**config.mk**
```make
export PLATFORM = sky130hd
export DESIGN_NAME = rv_iommu_cq_dispatch
export DESIGN_NICKNAME = d
export VERILOG_FILES = /design/src/rtl/rv_iommu_pkg.sv /design/src/rtl/rv_iommu_cq_dispatch.sv
export SDC_FILE = /design/constraint.sdc
export NUM_CORES = 1
export LEC_CHECK = 0
export ABC_CLOCK_PERIOD_IN_PS = 11900
export BUFFER_PORTS_ARGS = -buffer_cell sky130_fd_sc_hd__buf_2
export CELL_PAD_IN_SITES_DETAIL_PLACEMENT = 1
export CELL_PAD_IN_SITES_GLOBAL_PLACEMENT = 1
export CORE_MARGIN = 2
export CORE_UTILIZATION = 40
export DETAILED_ROUTE_END_ITERATION = 16
export PLACE_DENSITY = 0.79
export SYNTH_ARGS = -nofsm -noshare
export SYNTH_HDL_FRONTEND = slang
export SYNTH_SLANG_ARGS = --single-unit
export TNS_END_PERCENT = 50
```
**constraint.sdc**
```tcl
create_clock -name clk_i -period 11.9 [get_ports clk_i]
set_input_delay 0.595 -clock clk_i [delete_from_list [all_inputs] [get_ports clk_i]]
set_output_delay 0.595 -clock clk_i [all_outputs]
set_load 0.1 [all_outputs]
```
**src/rtl/rv_iommu_pkg.sv**
```systemverilog
// RISC-V IOMMU command-queue types shared by the CQ pipeline: entry layouts,
// opcode/func3 encodings and the invalidation target enum.
package rv_iommu_pkg;

  localparam logic [6:0] OPC_IOTINVAL = 7'd1;
  localparam logic [6:0] OPC_IOFENCE  = 7'd2;
  localparam logic [6:0] OPC_IODIR    = 7'd3;
  localparam logic [6:0] OPC_ATS      = 7'd4;

  localparam logic [2:0] F3_IOTINVAL_VMA  = 3'd0;
  localparam logic [2:0] F3_IOTINVAL_GVMA = 3'd1;
  localparam logic [2:0] F3_IOFENCE_C     = 3'd0;
  localparam logic [2:0] F3_IODIR_DDT     = 3'd0;
  localparam logic [2:0] F3_IODIR_PDT     = 3'd1;

  typedef struct packed {
    logic [117:0] payload;
    logic [2:0]   func3;
    logic [6:0]   opcode;
  } cq_entry_t;

  typedef struct packed {
    logic [1:0]  rsvd3;
    logic [51:0] addr;
    logic [9:0]  rsvd2;
    logic [3:0]  rsvd1;
    logic [15:0] gscid;
    logic [9:0]  rsvd0;
    logic        gv;
    logic        pscv;
    logic [19:0] pscid;
    logic        rsvd_b11;
    logic        av;
    logic [2:0]  func3;
    logic [6:0]  opcode;
  } cq_iotinval_t;

  typedef struct packed {
    logic [61:0] addr;
    logic [1:0]  rsvd1;
    logic [31:0] data;
    logic [17:0] rsvd0;
    logic        pw;
    logic        pr;
    logic        wsi;
    logic        av;
    logic [2:0]  func3;
    logic [6:0]  opcode;
  } cq_iofence_t;

  typedef struct packed {
    logic [63:0] rsvd2;
    logic [23:0] did;
    logic [5:0]  rsvd1;
    logic        dv;
    logic        rsvd0;
    logic [19:0] pid;
    logic [1:0]  rsvd_lo;
    logic [2:0]  func3;
    logic [6:0]  opcode;
  } cq_iodirinval_t;

  typedef enum logic [1:0] {DDTC, PDTC, IOTLB_VMA, IOTLB_GVMA} inv_tgt_e;

  typedef enum logic [1:0] {CmdInv, CmdFence, CmdIll} cmd_kind_e;

  // Anything not explicitly recognised (including ATS) falls through to illegal.
  function automatic cmd_kind_e cmd_kind(cq_entry_t e);
    cq_iotinval_t   t;
    cq_iodirinval_t d;
    t = cq_iotinval_t'(e);
    d = cq_iodirinval_t'(e);
    case (e.opcode)
      OPC_IOTINVAL: begin
        if (e.func3 == F3_IOTINVAL_VMA) return CmdInv;
        if (e.func3 == F3_IOTINVAL_GVMA && !t.pscv) return CmdInv;
      end
      OPC_IOFENCE: begin
        if (e.func3 == F3_IOFENCE_C) return CmdFence;
      end
      OPC_IODIR: begin
        if (e.func3 == F3_IODIR_DDT) return CmdInv;
        if (e.func3 == F3_IODIR_PDT && d.dv) return CmdInv;
      end
      default: ;
    endcase
    return CmdIll;
  endfunction

  function automatic inv_tgt_e cmd_tgt(cq_entry_t e);
    if (e.opcode == OPC_IODIR) return (e.func3 == F3_IODIR_PDT) ? PDTC : DDTC;
    return (e.func3 == F3_IOTINVAL_GVMA) ? IOTLB_GVMA : IOTLB_VMA;
  endfunction

endpackage

```
**src/rtl/rv_iommu_cq_dispatch.sv**
```systemverilog
// Command-queue dispatcher: accepts one CQ entry at a time and turns it into a
// cache invalidation request, an IOFENCE drain/completion write, or a halt on error.
module rv_iommu_cq_dispatch
  import rv_iommu_pkg::*;
#(
  parameter int unsigned ADDR_W = 64
) (
  input  logic              clk_i,
  input  logic              rst_i,
  input  logic              cmd_valid_i,
  output logic              cmd_ready_o,
  input  cq_entry_t         cmd_i,
  output logic              inv_req_o,
  input  logic              inv_ack_i,
  output logic [1:0]        inv_tgt_o,
  output logic [23:0]       inv_did_o,
  output logic              inv_dv_o,
  output logic [19:0]       inv_pid_o,
  output logic [19:0]       inv_pscid_o,
  output logic              inv_pscv_o,
  output logic [15:0]       inv_gscid_o,
  output logic              inv_gv_o,
  output logic              inv_av_o,
  output logic [51:0]       inv_vpn_o,
  input  logic              xlate_pending_i,
  output logic              wr_valid_o,
  input  logic              wr_ready_i,
  output logic [ADDR_W-1:0] wr_addr_o,
  output logic [31:0]       wr_data_o,
  input  logic              wr_err_i,
  output logic              fence_wsi_o,
  output logic              cmd_ill_o,
  output logic              cmd_mf_o,
  input  logic              err_clr_i,
  output logic              busy_o
);

  typedef enum logic [2:0] {StIdle, StInv, StFenceWait, StFenceWr, StHalt} state_e;

  state_e      state_q;
  cq_entry_t   entry_q;
  logic        cmd_ready_q, inv_req_q, wr_valid_q, fence_wsi_q, cmd_ill_q, cmd_mf_q, busy_q;
  inv_tgt_e    inv_tgt_q;
  logic [23:0] inv_did_q;
  logic        inv_dv_q, inv_pscv_q, inv_gv_q, inv_av_q;
  logic [19:0] inv_pid_q, inv_pscid_q;
  logic [15:0] inv_gscid_q;
  logic [51:0] inv_vpn_q;
  logic [ADDR_W-1:0] wr_addr_q;
  logic [31:0] wr_data_q;

  cq_iotinval_t   cmd_tinv;
  cq_iodirinval_t cmd_dir;
  cq_iofence_t    ent_fence;
  cmd_kind_e      cmd_kind_w;
  inv_tgt_e       cmd_tgt_w;
  logic [63:0]    fence_addr;
  logic           unused_bits;

  assign cmd_tinv   = cq_iotinval_t'(cmd_i);
  assign cmd_dir    = cq_iodirinval_t'(cmd_i);
  assign ent_fence  = cq_iofence_t'(entry_q);
  assign cmd_kind_w = cmd_kind(cmd_i);
  assign cmd_tgt_w  = cmd_tgt(cmd_i);
  assign fence_addr = {ent_fence.addr, 2'b00};
  // Reserved fields and any address bits above ADDR_W are intentionally dropped.
  assign unused_bits = ^{cmd_tinv, cmd_dir, ent_fence, fence_addr};

  always_ff @(posedge clk_i or posedge rst_i) begin
    if (rst_i) begin
      state_q     <= StIdle;
      entry_q     <= '0;
      cmd_ready_q <= 1'b1;
      inv_req_q   <= 1'b0;
      inv_tgt_q   <= DDTC;
      inv_did_q   <= '0;
      inv_dv_q    <= 1'b0;
      inv_pid_q   <= '0;
      inv_pscid_q <= '0;
      inv_pscv_q  <= 1'b0;
      inv_gscid_q <= '0;
      inv_gv_q    <= 1'b0;
      inv_av_q    <= 1'b0;
      inv_vpn_q   <= '0;
      wr_valid_q  <= 1'b0;
      wr_addr_q   <= '0;
      wr_data_q   <= '0;
      fence_wsi_q <= 1'b0;
      cmd_ill_q   <= 1'b0;
      cmd_mf_q    <= 1'b0;
      busy_q      <= 1'b0;
    end else begin
      fence_wsi_q <= 1'b0;
      case (state_q)
        StIdle: begin
          if (cmd_valid_i) begin
            entry_q     <= cmd_i;
            cmd_ready_q <= 1'b0;
            busy_q      <= 1'b1;
            case (cmd_kind_w)
              CmdInv: begin
                state_q     <= StInv;
                inv_req_q   <= 1'b1;
                inv_tgt_q   <= cmd_tgt_w;
                inv_did_q   <= '0;
                inv_dv_q    <= 1'b0;
                inv_pid_q   <= '0;
                inv_pscid_q <= '0;
                inv_pscv_q  <= 1'b0;
                inv_gscid_q <= '0;
                inv_gv_q    <= 1'b0;
                inv_av_q    <= 1'b0;
                inv_vpn_q   <= '0;
                unique case (cmd_tgt_w)
                  DDTC: begin
                    inv_did_q <= cmd_dir.did;
                    inv_dv_q  <= cmd_dir.dv;
                  end
                  PDTC: begin
                    inv_did_q <= cmd_dir.did;
                    inv_dv_q  <= cmd_dir.dv;
                    inv_pid_q <= cmd_dir.pid;
                  end
                  IOTLB_VMA, IOTLB_GVMA: begin
                    inv_vpn_q   <= cmd_tinv.addr;
                    inv_av_q    <= cmd_tinv.av;
                    inv_pscid_q <= cmd_tinv.pscid;
                    inv_pscv_q  <= cmd_tinv.pscv;
                    inv_gscid_q <= cmd_tinv.gscid;
                    inv_gv_q    <= cmd_tinv.gv;
                  end
                endcase
              end
              CmdFence: state_q <= StFenceWait;
              default: begin
                state_q   <= StHalt;
                cmd_ill_q <= 1'b1;
              end
            endcase
          end
        end
        StInv: begin
          if (inv_ack_i) begin
            state_q     <= StIdle;
            inv_req_q   <= 1'b0;
            cmd_ready_q <= 1'b1;
            busy_q      <= 1'b0;
          end
        end
        StFenceWait: begin
          if (!xlate_pending_i) begin
            if (ent_fence.av) begin
              state_q    <= StFenceWr;
              wr_valid_q <= 1'b1;
              wr_addr_q  <= ADDR_W'(fence_addr);
              wr_data_q  <= ent_fence.data;
            end else begin
              state_q     <= StIdle;
              cmd_ready_q <= 1'b1;
              busy_q      <= 1'b0;
              fence_wsi_q <= ent_fence.wsi;
            end
          end
        end
        StFenceWr: begin
          if (wr_ready_i) begin
            wr_valid_q <= 1'b0;
            if (wr_err_i) begin
              // A failed completion write is a memory fault; no interrupt is signalled.
              state_q  <= StHalt;
              cmd_mf_q <= 1'b1;
            end else begin
              state_q     <= StIdle;
              cmd_ready_q <= 1'b1;
              busy_q      <= 1'b0;
              fence_wsi_q <= ent_fence.wsi;
            end
          end
        end
        StHalt: begin
          if (err_clr_i) begin
            state_q     <= StIdle;
            cmd_ill_q   <= 1'b0;
            cmd_mf_q    <= 1'b0;
            cmd_ready_q <= 1'b1;
            busy_q      <= 1'b0;
          end
        end
        default: begin
          state_q     <= StIdle;
          cmd_ready_q <= 1'b1;
          busy_q      <= 1'b0;
        end
      endcase
    end
  end

  assign cmd_ready_o = cmd_ready_q;
  assign inv_req_o   = inv_req_q;
  assign inv_tgt_o   = inv_tgt_q;
  assign inv_did_o   = inv_did_q;
  assign inv_dv_o    = inv_dv_q;
  assign inv_pid_o   = inv_pid_q;
  assign inv_pscid_o = inv_pscid_q;
  assign inv_pscv_o  = inv_pscv_q;
  assign inv_gscid_o = inv_gscid_q;
  assign inv_gv_o    = inv_gv_q;
  assign inv_av_o    = inv_av_q;
  assign inv_vpn_o   = inv_vpn_q;
  assign wr_valid_o  = wr_valid_q;
  assign wr_addr_o   = wr_addr_q;
  assign wr_data_o   = wr_data_q;
  assign fence_wsi_o = fence_wsi_q;
  assign cmd_ill_o   = cmd_ill_q;
  assign cmd_mf_o    = cmd_mf_q;
  assign busy_o      = busy_q;

endmodule
```
# Word-level counts from Yosys, hierarchy flattened
# Cells that the tools add are included.
dict set report word_totals {
  regBits 360
  inputBits 136
  out_inout_bits 241
}
dict set report classes {
  n_eq_ne 23
  n_mux 73
  n_bitwise 1
  n_reduce_logical 23
}
# op n
set op_table {}
lappend op_table {{52-bit two-way mux} 1}
lappend op_table {{1-bit two-way mux} 41}
lappend op_table {{20-bit two-way mux} 2}
lappend op_table {{24-bit two-way mux} 1}
lappend op_table {{2-bit two-way mux} 10}
lappend op_table {{2-bit != test (second input constant)} 10}
lappend op_table {{3-bit two-way mux} 6}
lappend op_table {{16-bit two-way mux} 1}
lappend op_table {{4-bit AND reduction} 4}
lappend op_table {{3-bit one-hot mux with 5 select lines} 1}
lappend op_table {{7-bit by 2-bit == test with 1-bit output (second input constant)} 2}
lappend op_table {{1-bit one-hot mux with 2 select lines} 5}
lappend op_table {{1-bit one-hot mux with 5 select lines} 2}
lappend op_table {{2-bit nonzero test} 4}
lappend op_table {{7-bit by 1-bit == test with 1-bit output (second input constant)} 1}
lappend op_table {{7-bit AND reduction} 1}
lappend op_table {{3-bit by 1-bit == test with 1-bit output (second input constant)} 2}
lappend op_table {{3-bit by 2-bit == test with 1-bit output (second input constant)} 2}
lappend op_table {{3-bit zero test} 2}
lappend op_table {{2-bit one-hot mux with 3 select lines} 1}
lappend op_table {{3-bit one-hot mux with 2 select lines} 1}
lappend op_table {{3-bit AND reduction} 2}
lappend op_table {{2-bit OR reduction} 3}
lappend op_table {{5-bit AND reduction} 1}
lappend op_table {{10 further kinds} 14}

# Logic depth before layout (Yosys ltp)
# Gate-level depths: netlist of run 1.
dict set report logic_depth {
  depth_word 11
  ltp_mapped 8
}

# Worst setup path before layout of run 1
# Ideal clock, no wire load.
dict set report synth_path {
  path_kind {input -> register}
  from {input cmd_i[8] (netlist name)}
  to {register inv_vpn_q[0] (netlist: inv_vpn_o[0])}
  arrival_ps 2090
  required_time_ps 11769
  setup_slack_ps 9679
  stages 6
  n_path_buf 2
  cell_sequence {or3b_2 a2111oi_4 o2111a_1 buf_2 buf_4 o21ai_0}
}
dict set report synth_via {
  elab_chain_len 8
  word_cells_on_any_way 28
}
# element line_no
set synth_lines {}
lappend synth_lines {{start, declared} rv_iommu_cq_dispatch.sv:12} ;# input cq_entry_t cmd_i,
lappend synth_lines {{3-bit by 1-bit == test with 1-bit output or 3-bit zero test (tied branches)} -}
lappend synth_lines {{1-bit logical AND (tied with other cells)} rv_iommu_pkg.sv:83} ;# if (e.func3 == F3_IODIR_PDT && d.dv) return CmdInv;
lappend synth_lines {{2-bit two-way mux (tied with other cells) (2 in series)} rv_iommu_pkg.sv:83}
lappend synth_lines {{2-bit one-hot mux with 3 select lines or 1-bit one-hot mux with 3 select lines (tied branches)} rv_iommu_pkg.sv:73} ;# case (e.opcode)
lappend synth_lines {{2-bit two-way mux} rv_iommu_pkg.sv:87} ;# return CmdIll;
lappend synth_lines {{2-bit zero test} rv_iommu_cq_dispatch.sv:100} ;# case (cmd_kind_w)
lappend synth_lines {{3-bit AND reduction (no source line)} -}
lappend synth_lines {{end signal, assigned} rv_iommu_cq_dispatch.sv:125} ;# inv_vpn_q <= cmd_tinv.addr;
lappend synth_lines {{end, declared} rv_iommu_cq_dispatch.sv:48} ;# logic [51:0] inv_vpn_q;
# Parallel ways exist; a longest one is shown, timed or not. The select of a mux whose other input is x is not followed.
# A chain may end at the register's enable or synchronous reset.

# Worst setup path after layout of run 1
dict set report layout_path {
  from {input cmd_i[8] (netlist name)}
  to {register inv_vpn_q[1] (netlist: inv_vpn_o[1])}
}
# The elaborated chain is that of the path after synthesis.

==> results.yml, run 1 <==
sta:
  skew_ps: 10.7
  whs_ps: 207
  slew_headroom_pct: 32.6
  slew_viol_final: 0
  finalCriticalPeriod_ps: 3730
  rsz0062_at_grt: "false"
  worst_slew_pin_slew_ps: 1010
  min_period_over_period_pct: 31.3
  max_freq_mhz: 268
  setup_tns_ps: 0
  setup_viol: 0
  hold_viol: 0
worst_setup_path:
  cp.required_ps: 12240
  crit_chain: "buf_2 > or3b_2 > a2111oi_4 > buf_4 > o2111a_4 > buf_4 > o21ai_0"
  rrSetupSlack_ps: 8490
  r2r-end: "inv_pscid_o[1]$_DFFE_PP0P_"
  r2r_start: "state_q[0]$_DFFE_PP0P_"
  critPathBufInv: 3
  crit_fanout: 78
  cp-end-kind: "flop"
  crit_top_cell: "buf_4"
  r2r_cells: 5
  slowest_delay_ps: 770
  arrival_ps: 4070
  startpoint_type: "input port"
  crit_path_top_delay_cell: "buf_4"
  critPathTopFamily: "buffers and inverters"
  worstSetupPathType: "input port to flop"
drt:
  ant_nets: 0
  avgViaCountPerCell: 5.40
  route.met3.wl_um: 3600
  routed_wl_um: 44100
  routed.top_layer: "met4"
  num_vias: 11308
  post_drt_wl_per_cell_um: 21.1
  drtIter0Drc: 595
  wl_met1_um: 18400
  firstDrtPassIters: 4
  drc_errors: 0
  wl_met2_um: 21000
final_layout:
  instances_no_fill: 2095
  drive_above_1_share_pct: 33.3
  synthToLayoutAreaGrowth_pct: 23.7
  final_nets: 1751
  postLayoutCoreUtil_pct: 50.0
synth:
  synthXorXnorAreaFrac_pct: 0
  ys_types: 41
  synth_edf_count: 0
  synth-async-reset-ratio_pct: 100
  ys_ff_latch: 338
  ys.warnings.count: 0
  synthFlopType: "dfrtp_1"
  muxShareOfSynthArea_pct: 7.79
  netlist_instances: 1296
  synth_top_family_by_area: "compound AO/OA/AOI/OAI gates"
  syn-cell-area_mm2: 0.0139
  yosys.area_share.adder_pct: 0
  avgSynthCellArea_um2: 10.7
  synth-compound-area-share_pct: 14.6
  synthSimpleGateAreaFrac_pct: 9.14
  seq_area_frac_synth_pct: 61.1
global_route:
  antenna_found_initial: 2
  grt_max_degree: 158
  grt_pass1_vias: 12084
  grt_pass1_wl_um: 69400
  gr-total-overflow: 0
  grtUsageTotal_pct: 24.5
clock_network:
  ctsHtreeMaxLevel: 2
  clk_path_buf_depth: 3
  cts_tree: "yes"
  cts-resized-gates: 0
  cts-root-buf: "clkbuf_16"
  cts_sinks: 338
  numCtsBuffers: 37
  clock_latency_ps: 520
  holdBufCountCts: 0
  post_cts_buffers: 0
  clk_pin_slew_ps: 60
pwr:
  total_power_mw: 2.91
  power_density_mw_per_mm2: 170
  ir_worst_vdd_mv: 0.103
  power_leakage_nw: 8.99
outcome:
  outcome: "finished, final reports clean"
run:
  drv_cap: 0
floorplanning:
  dieArea_mm2: 0.0361
  io_pins: 377
  fp.dieH_um: 190
  std_cell_rows: 68
  fp.dieW_um: 190
  core_area_mm2: 0.0343
  initial_utilization_pct: 40.4
placement:
  hpwl_um: 28000
  gp_congestion: 0.822
  io_buffers: 372
  dp.cells: 2031
min_path:
  min_path_type: "input port to async pin"
-- state kept, by name (all words and copies together) (netlist names) --
register,count
inv_pscid_o,20
inv_gscid_o,16
inv_av_o,1
inv_did_o,24
cmd_mf_o,1
cmd_ill_o,1
inv_vpn_o,52
wr_valid_o,1
fence_wsi_o,1
inv_gv_o,1
inv_tgt_o,2
inv_dv_o,1
wr_addr_o,62
wr_data_o,32
inv_req_o,1
inv_pid_o,20
ent_fence,96
cmd_ready_o,1
inv_pscv_o,1
state_q,3
busy_o,1
-- synth_stat cells (all sizes together), types with 2 or more instances --
cell type | number | area [um2]
dfrtp | 337 | 8430
nand2 | 293 | 1100
inv | 142 | 533
o21ai | 140 | 701
o2111ai | 137 | 1200
mux2 | 94 | 1060
clkbuf | 61 | 229
buf | 48 | 255
nor2 | 5 | 21.3
nand2b | 4 | 25.0
nor3 | 4 | 20.0
nand3 | 3 | 15.0
mux2i | 2 | 20.0
nor4b | 2 | 17.5
o21a | 2 | 15.0
or3b | 2 | 17.5
-- worst max-delay path by stage --
stage               startpoint                   endpoint  depth (start not counted)
floorplan                rst_i         busy_o$_DFFE_PP0P_                          1
global placement      cmd_i[8]   inv_vpn_o[0]$_DFFE_PP0P_                          7
detailed placement    cmd_i[8]  inv_did_o[21]$_DFFE_PP0P_                          7
CTS                   cmd_i[8]   inv_vpn_o[1]$_DFFE_PP0P_                          7
global route          cmd_i[8]   inv_vpn_o[1]$_DFFE_PP0P_                          7
finish                cmd_i[8]   inv_vpn_o[1]$_DFFE_PP0P_                          7
-- area by class of cell --
class	instances	area, um2
clock inverter	9	101
multi-input combinational	708	4430
clock buffer	53	1030
tap	455	569
sequential	338	8460
antenna	2	5.00
fill	3856	17200
inverter	142	541
timing repair buffer	388	1990
-- kinds of logic after synthesis --
group                  Yosys count
other                            1
AOI/OAI and AO/OA              290
and+or+nand+nor                320
buffers and inverters          251
muxes                           96
DFF                            338
-- per-stage QoR --
stage	area [um2]	setup WS, ps
6_report	17100	8170
3_3_place_gp	16000	7750
2_1_floorplan	13900	1940
4_1_cts	17100	8170
3_5_place_dp	16000	7680
5_1_grt	17100	7910
-- report_power, final --
part	switching [mW]	internal, mW
Combinational	0.415	0.0898
Clock	0.455	0.641
Sequential	0.0577	1.25
-- placed cells by master (no fill, tap or decap), types with 2 or more instances in the layout --
cell	netlist	final
buf_2	33	372
buf_4	9	15
bufinv_16	0	2
clkbuf_1	61	12
clkbuf_16	0	37
clkbuf_8	0	4
clkinv_2	0	5
conb_1	1	2
dfrtp_1	337	337
diode_2	0	2
inv_1	142	141
mux2_2	94	94
mux2i_1	2	2
nand2_1	293	293
nand2b_1	4	4
nand3_1	3	2
nor2_1	4	3
nor3_1	4	3
o2111ai_1	137	137
o21a_1	2	2
o21ai_0	90	90
o21ai_1	50	50
-- metal layers --
metal / up-vias / track usage (%)
met1: 5788 / 32.1
met4: 0 / 7.48
met2: 393 / 39.8
li1: 5064 / -
met5: - / 0
met3: 63 / 6.64
(Power assumes the default switching activity.)
==> inputs of run 2 (changes only) <==
Settings changed: ABC_AREA set to 1, ABC_CLOCK_PERIOD_IN_PS 11900 to 3170, CORE_UTILIZATION 40 to 35, PLACE_DENSITY 0.79 to 0.75.
Clock period 11.9 ns to 3.17 ns, I/O delays scaled along.
==> results.yml, run 2 <==
clock_network:
  post_cts_buffers: 0
  clk_path_buf_depth: 3
  cts_sinks: 338
  ctsHtreeMaxLevel: 2
  cts_tree: "yes"
  holdBufCountCts: 127
  clock_latency_ps: 530
  numCtsBuffers: 39
  cts-root-buf: "clkbuf_16"
  cts-resized-gates: 0
  clk_pin_slew_ps: 60
global_route:
  grtUsageTotal_pct: 21.8
  grt_max_degree: 194
  gr-total-overflow: 0
  grt_pass1_vias: 12702
  grt_pass1_wl_um: 70100
  antenna_found_initial: 1
pwr:
  power_density_mw_per_mm2: 729
  pwr-share-comb_pct: 26.9
  clkPwrFrac_pct: 32.7
  power_leakage_nw: 9.71
  switchingPower_mw: 4.93
  ir_worst_vdd_mv: 0.548
  pwr-share-seq_pct: 40.4
  p_int_mw: 8.50
  switching_share_pct: 36.7
floorplanning:
  core_area_mm2: 0.0385
  io_pins: 377
  std_cell_rows: 72
  fp.dieH_um: 201
  dieArea_mm2: 0.0404
  initial_utilization_pct: 35.3
  fp.dieW_um: 201
synth:
  synth-async-reset-ratio_pct: 100
  yosysTopAreaCell: "dfrtp_1"
  ys.warnings.count: 0
  muxShareOfSynthArea_pct: 0
  seq_area_frac_synth_pct: 62.2
  synth_top_family_by_area: "compound AO/OA/AOI/OAI gates"
  netlist_instances: 1411
  synthXorXnorAreaFrac_pct: 0
  synthFlopType: "dfrtp_1"
  ys_ff_latch: 338
  synth-compound-area-share_pct: 15.2
  synth.most_common_cell: "nand2_1"
  syn-cell-area_mm2: 0.0136
  yosys.area_share.adder_pct: 0
  synth.top_cell.area_share_pct: 62.0
  synthSimpleGateAreaFrac_pct: 15.0
  synthTopCellsByArea: "dfrtp_1 62%, nand2_1 13%, o21ai_0 7.1%"
  avgSynthCellArea_um2: 9.64
  synth_commonest_cells: "487 x nand2_1, 337 x dfrtp_1, 194 x o21ai_0, 123 x inv_1, 100 x o21ai_2"
  synth_edf_count: 0
  ys_types: 29
sta:
  worst_slew_pin_slew_ps: 837
  hold_viol: 0
  slew_viol_final: 0
  min_period_over_period_pct: 76.0
  whs_ps: 41.5
  slew_headroom_pct: 44.2
  setup_viol: 0
  setup_tns_ps: 0
  finalCriticalPeriod_ps: 2410
  rsz0062_at_grt: "false"
  skew_ps: 12.4
  max_freq_mhz: 415
placement:
  placed_area_mm2: 0.0159
  io_buffers: 372
  dp.cells: 2236
  gp_congestion: 0.844
  hpwl_um: 27100
min_path:
  min_path_type: "input port to flop"
worst_setup_path:
  worstSetupPathType: "flop to flop"
  startpoint_type: "flop"
  crit_fanout: 36
  cp.required_ps: 3570
  arrival_ps: 2810
  cp-end-kind: "flop"
drt:
  avgViaCountPerCell: 4.75
  drc_errors: 0
  post_drt_wl_per_cell_um: 17.9
  num_vias: 11555
  drtIter0Drc: 550
  ant_nets: 0
  firstDrtPassIters: 5
  routed_wl_um: 43600
final_layout:
  largest_reg_flops: 96
  drive_above_1_share_pct: 29.5
  instances_no_fill: 2432
  synthToLayoutAreaGrowth_pct: 35.5
  final_nets: 2022
  postLayoutCoreUtil_pct: 47.9
  layout_commonest_cell: "nand2_1"
  fillers: 4404
  fin_area_mm2: 0.0184
  final_cell_mix: "487 x nand2_1, 372 x buf_2, 337 x dfrtp_1, 194 x o21ai_0, 127 x dlygate4sd3_1"
outcome:
  outcome: "finished, final reports clean"
run:
  drv_cap: 0
-- run 2: cell types whose count changed in the layout (fill, tap and decap cells not counted), moves of 5 or more --
cell,previous run,this run
o21ai_2,0,100
nand3_1,2,13
o2111ai_1,137,0
mux2_2,94,0
buf_12,1,13
o21ai_0,90,194
nand2_1,293,487
buf_4,15,8
o21ai_1,50,38
dlygate4sd3_1,0,127
nor2_1,3,8
inv_1,141,122
-- run 2: final cells by class --
class	instances	area, um2	area share, %
clock inverters	8	67.6	0.367
clock buffers	60	1180	6.39
repair buffers	520	3450	18.7
flip-flops and latches	338	8460	45.9
multi-input cells	861	4130	22.4
diodes	1	2.50	0.0136
well taps	518	648	3.52
inverters	126	477	2.59
-- run 2: metrics by stage --
step                      setup slack (ps)  power [mW]
after floorplan                      -1510        8.12
after global placement                 860        8.79
after detailed placement               771        8.93
after CTS                              745        13.5
after global routing                   549        14.1
final                                  762        13.4
-- run 2: logic make-up after synthesis --
logic type             count (synthesis)
AND/OR/NAND/NOR                      522
flip-flops                           338
AO/OA/AOI/OAI                        337
buffers and inverters                213
other                                  1
-- run 2: worst max-delay path: stages (launching register included) --
cell	delay, ps
dfrtp_1	430
nor2_1	200
inv_2	80
nor2_4	140
inv_2	80
nor2_4	150
nand3_4	480
buf_4	470
nand2_1	120
o21ai_1	90
-- run 2: worst paths after layout --
check	from	endpoint	slack, ps	cells after the start
hold reg to reg	inv_pid_o[3]$_DFFE_PP0P_	inv_pid_o[3]$_DFFE_PP0P_	480	2
setup reg to reg	state_q[0]$_DFFE_PP0P_	inv_did_o[8]$_DFFE_PP0P_	760	9
min in group asynchronous	rst_i	wr_addr_o[49]$_DFFE_PP0P_	260	3
setup / recovery	state_q[0]$_DFFE_PP0P_	inv_did_o[8]$_DFFE_PP0P_	760	9
hold / removal	cmd_i[9]	inv_tgt_o[0]$_DFFE_PP0P_	40	4
max in group asynchronous	rst_i	ent_fence[92]$_DFFE_PP0P_	1970	5
-- run 2: power by group through the flow --
| stage | Combinational, mW | Sequential (mW) | Clock [mW] |
|---|---|---|---|
| after CTS | 3.61 | 5.43 | 4.51 |
| after global routing | 3.92 | 5.52 | 4.68 |
| after detailed placement | 3.43 | 5.49 | 0 |
| final | 3.61 | 5.43 | 4.39 |
| after global placement | 3.34 | 5.45 | 0 |
| after floorplan | 1.09 | 7.03 | 0 |
-- run 2: layer usage --
metal  wire length, um  global-route usage (%)  part of all wire [%]
met1             17600                    25.9                    40
met2             21500                    37.3                    49
met3              2640                    5.31                   6.0
met4              1830                    9.87                   4.2
met5                 0                       0                     0
